## src/rtl/cache_axi_bridge.sv

```systemverilog
// cache_axi_bridge: turns one cache-line request into a single AXI4 INCR burst on a narrow master port
module cache_axi_bridge #(
  parameter int ADDR_WIDTH = 32,
  parameter int LINE_WIDTH = 128,
  parameter int BUS_WIDTH  = 32
) (
  input  logic                   clk_i,
  input  logic                   rst_ni,
  input  logic                   cs_i,
  input  logic                   we_i,
  input  logic [ADDR_WIDTH-1:0]  addr_i,
  input  logic [LINE_WIDTH-1:0]  wdata_i,
  output logic [LINE_WIDTH-1:0]  rdata_o,
  output logic                   rvalid_o,
  output logic                   err_o,
  output logic [ADDR_WIDTH-1:0]  m_awaddr_o,
  output logic [7:0]             m_awlen_o,
  output logic [2:0]             m_awsize_o,
  output logic [1:0]             m_awburst_o,
  output logic                   m_awvalid_o,
  input  logic                   m_awready_i,
  output logic [BUS_WIDTH-1:0]   m_wdata_o,
  output logic [BUS_WIDTH/8-1:0] m_wstrb_o,
  output logic                   m_wlast_o,
  output logic                   m_wvalid_o,
  input  logic                   m_wready_i,
  input  logic [1:0]             m_bresp_i,
  input  logic                   m_bvalid_i,
  output logic                   m_bready_o,
  output logic [ADDR_WIDTH-1:0]  m_araddr_o,
  output logic [7:0]             m_arlen_o,
  output logic [2:0]             m_arsize_o,
  output logic [1:0]             m_arburst_o,
  output logic                   m_arvalid_o,
  input  logic                   m_arready_i,
  input  logic [BUS_WIDTH-1:0]   m_rdata_i,
  input  logic [1:0]             m_rresp_i,
  input  logic                   m_rlast_i,
  input  logic                   m_rvalid_i,
  output logic                   m_rready_o
);
  localparam int BEATS = LINE_WIDTH / BUS_WIDTH;
  localparam int CW = BEATS > 1 ? $clog2(BEATS) : 1;
  localparam logic [ADDR_WIDTH-1:0] OFF_MASK = ADDR_WIDTH'(LINE_WIDTH / 8 - 1);
  localparam logic [CW-1:0] LAST = CW'(BEATS - 1);
  typedef enum logic [2:0] {IDLE, AR, R, AW, W, B, DONE} state_t;
  state_t state_q, state_d;
  logic [CW-1:0] cnt_q, cnt_d;
  logic [ADDR_WIDTH-1:0] addr_q, addr_d;
  logic [BEATS-1:0][BUS_WIDTH-1:0] line_q, line_d, rdata_q, rdata_d;
  logic err_q, err_d;
  always_comb begin
    state_d = state_q;
    cnt_d = cnt_q;
    addr_d = addr_q;
    line_d = line_q;
    rdata_d = rdata_q;
    err_d = err_q;
    case (state_q)
      IDLE: if (cs_i) begin
        addr_d = addr_i & ~OFF_MASK;
        line_d = wdata_i;
        err_d = 1'b0;
        cnt_d = '0;
        state_d = we_i ? AW : AR;
      end
      AR: state_d = m_arready_i ? R : AR;
      R: if (m_rvalid_i) begin
        rdata_d[cnt_q] = m_rdata_i;
        err_d = err_q | (m_rresp_i != 2'b00) | (m_rlast_i != (cnt_q == LAST));
        cnt_d = cnt_q + CW'(1);
        state_d = cnt_q == LAST ? DONE : R;
      end
      AW: state_d = m_awready_i ? W : AW;
      W: if (m_wready_i) begin
        cnt_d = cnt_q + CW'(1);
        state_d = cnt_q == LAST ? B : W;
      end
      B: if (m_bvalid_i) begin
        err_d = err_q | (m_bresp_i != 2'b00);
        state_d = DONE;
      end
      default: state_d = IDLE;
    endcase
  end
  always_ff @(posedge clk_i) begin
    if (!rst_ni) begin
      state_q <= IDLE;
      cnt_q <= '0;
      addr_q <= '0;
      line_q <= '0;
      rdata_q <= '0;
      err_q <= 1'b0;
    end else begin
      state_q <= state_d;
      cnt_q <= cnt_d;
      addr_q <= addr_d;
      line_q <= line_d;
      rdata_q <= rdata_d;
      err_q <= err_d;
    end
  end
  assign rdata_o = rdata_q;
  assign rvalid_o = state_q == DONE;
  assign err_o = rvalid_o & err_q;
  assign m_awaddr_o = addr_q;
  assign m_awlen_o = 8'(BEATS - 1);
  assign m_awsize_o = 3'($clog2(BUS_WIDTH / 8));
  assign m_awburst_o = 2'b01;
  assign m_awvalid_o = state_q == AW;
  assign m_wdata_o = line_q[cnt_q];
  assign m_wstrb_o = '1;
  assign m_wvalid_o = state_q == W;
  assign m_wlast_o = m_wvalid_o & (cnt_q == LAST);
  assign m_bready_o = state_q == B;
  assign m_araddr_o = addr_q;
  assign m_arlen_o = 8'(BEATS - 1);
  assign m_arsize_o = 3'($clog2(BUS_WIDTH / 8));
  assign m_arburst_o = 2'b01;
  assign m_arvalid_o = state_q == AR;
  assign m_rready_o = state_q == R;
endmodule

```

## config.mk

```make
export PLATFORM = sky130hd
export DESIGN_NAME = cache_axi_bridge
export DESIGN_NICKNAME = d
export VERILOG_FILES = /design/src/rtl/cache_axi_bridge.sv
export SDC_FILE = /design/constraint.sdc
export NUM_CORES = 1
export LEC_CHECK = 0
export ABC_AREA = 1
export BUFFER_PORTS_ARGS = -buffer_cell sky130_fd_sc_hd__buf_2
export CORE_AREA = 2 2 183 185
export CTS_CLUSTER_DIAMETER = 100
export DETAILED_ROUTE_END_ITERATION = 8
export DIE_AREA = 0 0 185 187
export SLEW_MARGIN = 15
export SYNTH_ARGS = -nofsm -noshare
export SYNTH_HDL_FRONTEND = slang
export SYNTH_SLANG_ARGS = --single-unit
```

## constraint.sdc

```tcl
create_clock -name clk_i -period 4.3 [get_ports clk_i]
set_input_delay 0.215 -clock clk_i [delete_from_list [all_inputs] [get_ports clk_i]]
set_output_delay 0.215 -clock clk_i [all_outputs]
set_load 0.1 [all_outputs]
```

==> impl_results.md <==
* Clk Latency, worst-skew pair at 0.51 ns
* First-pass GRT wire length at 58570 um
* Vias/cell at 4.787
* Combinational group share of total power at 0.471
* Cells after synthesis at 1601
* Detailed Routing Iterations Pass 1 at 4
* Drt wl/cell at 15.12 um
* #FFs+latches synth at 290
* Clock skew at 0.02186 ns
* EDFF count, synth at 0
* Die area at 34600 sq um
* Synthesized area per cell at 7.507 sq um
* Cts hold-fix bufs at 125
* Synth area leader: dfxtp_1
* I/O Buffers at 425
* Synth Area in Simple Gates at 0.1276
* Post-DRT Antenna Nets at 0
* NumNets Final at 2256
* Post-CTS Setup Repair Bufs at 0
* Post-synth ARST share at 0
* Main combinational cell family by area after synthesis: compound AO/OA/AOI/OAI gates
* Top Ports at 468
* Cell Pwr Density at 711.7 nW/um^2
* Area share of the largest cell type after synthesis at 0.4830
* Clock sinks at 290
* Int Power at 5.769 mW
* Max clock buf depth at 3
* Hold crit path type: input pin to flip-flop
* Register area share after synthesis at 0.4830
* CP Class: flip-flop to output pin
* Top cells by count, synth: a21oi_1, dfxtp_1, o21ai_0
* Max-slew headroom at 0.3202
* Fin util at 0.4983
* # setup viols final at 0
* Worst Path Arrival at 2.66 ns
* Total GRT Usage at 0.2081
* Via count at 12.09k
* Clock Power Share at 0.243
* Final WS setup at 1.429 ns
* Max Fanout on Critical Path at 47
* Vias in the first global route at 11.25k
* Ranking of synthesized cells by area: dfxtp_1, a21oi_1, o21ai_0, nand2_1, nand3_1
* Initial Utilization at 0.3657
* DRT iter0 DRCs at 587
* Leakage power at 7.234 nW
* Grt total ovfl at 0
* Dpl ws at 1.891 ns
* Adder-Cell Fraction of Synth Area at 0.004164
* Final-report max-slew violation count at 0
* Root Driver: clkbuf_16
* RSZ-0062 raised after global routing: false
* Filler Cells Inserted at 3254
* Critical Path End Type: output pin
* Number of buffers created by CTS at 34
* Final min period at 2.871 ns
* Number of core rows at 67
* Wirelength, routed at 38190 um
* Sequential power share at 0.287
* Yosys warns at 0
* Cell area after synthesis at 12020 sq um
* DRC at 0
* CTS tree: yes
* # resized after CTS at 0
* XOR/XNOR Fraction of Synth Area at 0
* CTS H-Tree Depth at 2
* Distinct cells, synth at 25
* Worst Tran Pin Value at 1.020 ns
* Sw power at 5.886 mW
* Synth-to-Final Area Change at 36.25%
* Sum Neg Setup Slack at 0 ns
* Max Fclk at 348.3 MHz
* VDD IR max at 771.7 uV
* Max Cap Viol at 0
* Mux contribution to synthesized area at 0
* Worst-path clk slew at 0.06 ns
* Status: finished, final reports clean
* Routability Congestion at 0.8028
* Top-count cell post-synth: a21oi_1
* Die width at 185 um
* Critical Path Source Type: flip-flop
* Compound-cell area share of the yosys netlist at 0.2411
* Core footprint at 32860 sq um
* Initial antenna violation count at 6
* WP data required at 4.09 ns
* Post-synth top flop: dfxtp_1
* DP HPWL at 24580 um
* Crit share post-route at 0.6677
* Ratio of cells with drive above 1 in the final layout at 0.2438
* Die Y at 187 um
* Sw Share at 0.5050
* Pin count of the biggest net entering global routing at 123
* Final hold vios at 0
==> cells in the final DEF (no fill, tap or decap) <==
cell type        n
nand2_1        191
inv_1          175
conb_1          38
inv_6            1
nor2_1          15
diode_2          7
dfxtp_1        289
clkbuf_1        10
ha_1             4
buf_4           16
buf_2          424
bufinv_16        1
dlygate4sd3_1  125
nand4_1          2
clkinv_2         4
nor2_2           1
and2_1           1
clkbuf_8         9
inv_2            3
nor3_1           2
inv_4            1
nand3_4          2
nand3_1        134
nand3b_1         1
dfxtp_2          1
buf_12           4
a21oi_1        385
clkinvlp_4       2
clkbuf_16       35
o21ai_0        193
o21ai_1          1
nor2_8           1
==> routing by layer <==
layer	vias up	routed length, um	track usage
li1	6072	-	-
met5	-	17	0
met4	2	1029	0.06593
met2	453	18190	0.3568
met1	5505	15520	0.2553
met3	61	3428	0.05101
==> per-stage QoR <==
step                      hold WS, ns  instance area [sq um]  cells  power [mW]
after floorplan                0.3794                  12150   1637       7.927
final                         0.01748                  16380   2526       11.66
after global placement         0.4318                  14000   2333       8.748
after detailed placement       0.4363                  14000   2333       8.787
after CTS                   0.0002029                  16360   2519       11.74
after global routing         0.005376                  16360   2520       12.22
==> critical path: stages (launching register included) <==
cell and delay, ns:
dfxtp_2 0.33, clkinv_2 0.49, o21ai_0 0.37, a21oi_1 0.07, a21oi_1 0.36, buf_2 0.52
==> logic make-up after synthesis <==
kind of cell,after synthesis
adder cells (fa/ha/maj),4
AO/OA/AOI/OAI,579
AND/OR/NAND/NOR,350
flip-flops,290
buffers and inverters,376
other,2
==> sequential cells by signal, summed over array words and instances (netlist names) <==
| signal | count |
|---|---|
| cnt_q | 2 |
| rdata_o | 128 |
| line_q | 128 |
| state_q | 3 |
| m_araddr_o | 28 |
| err_q | 1 |
==> power by group through the flow <==
stage	Combinational (mW)	Clock [mW]	Sequential [mW]
final	5.48	2.83	3.34
after detailed placement	5.39	0	3.39
after global placement	5.37	0	3.38
after floorplan	3.80	0	4.13
after CTS	5.49	2.90	3.34
after global routing	5.80	3.03	3.39
==> worst paths after layout <==
path | cells after the start | slack [ns] | start | to
max | 5 | 1.43 | cnt_q[0]$_SDFFE_PN0P_ | m_wdata_o[27]
min | 3 | 0.02 | wdata_i[77] | line_q[77]$_SDFFE_PN0P_
max reg2reg | 7 | 1.95 | cnt_q[0]$_SDFFE_PN0P_ | rdata_o[17]$_SDFFE_PN0P_
min reg2reg | 2 | 0.44 | line_q[3]$_SDFFE_PN0P_ | line_q[3]$_SDFFE_PN0P_
==> area by class of cell <==
| type | instances | area (sq um) | share of cell area |
|---|---|---|---|
| clock buffer | 54 | 1037 | 0.06334 |
| tap | 448 | 560.5 | 0.03423 |
| timing repair buffer | 569 | 3573 | 0.2182 |
| clock inverter | 7 | 68.82 | 0.004202 |
| inverter | 180 | 679.4 | 0.04149 |
| multi-input combinational | 971 | 4632 | 0.2829 |
| sequential | 290 | 5807 | 0.3546 |
| antenna | 7 | 17.52 | 0.001070 |
Power figures use the tool's default switching activity.
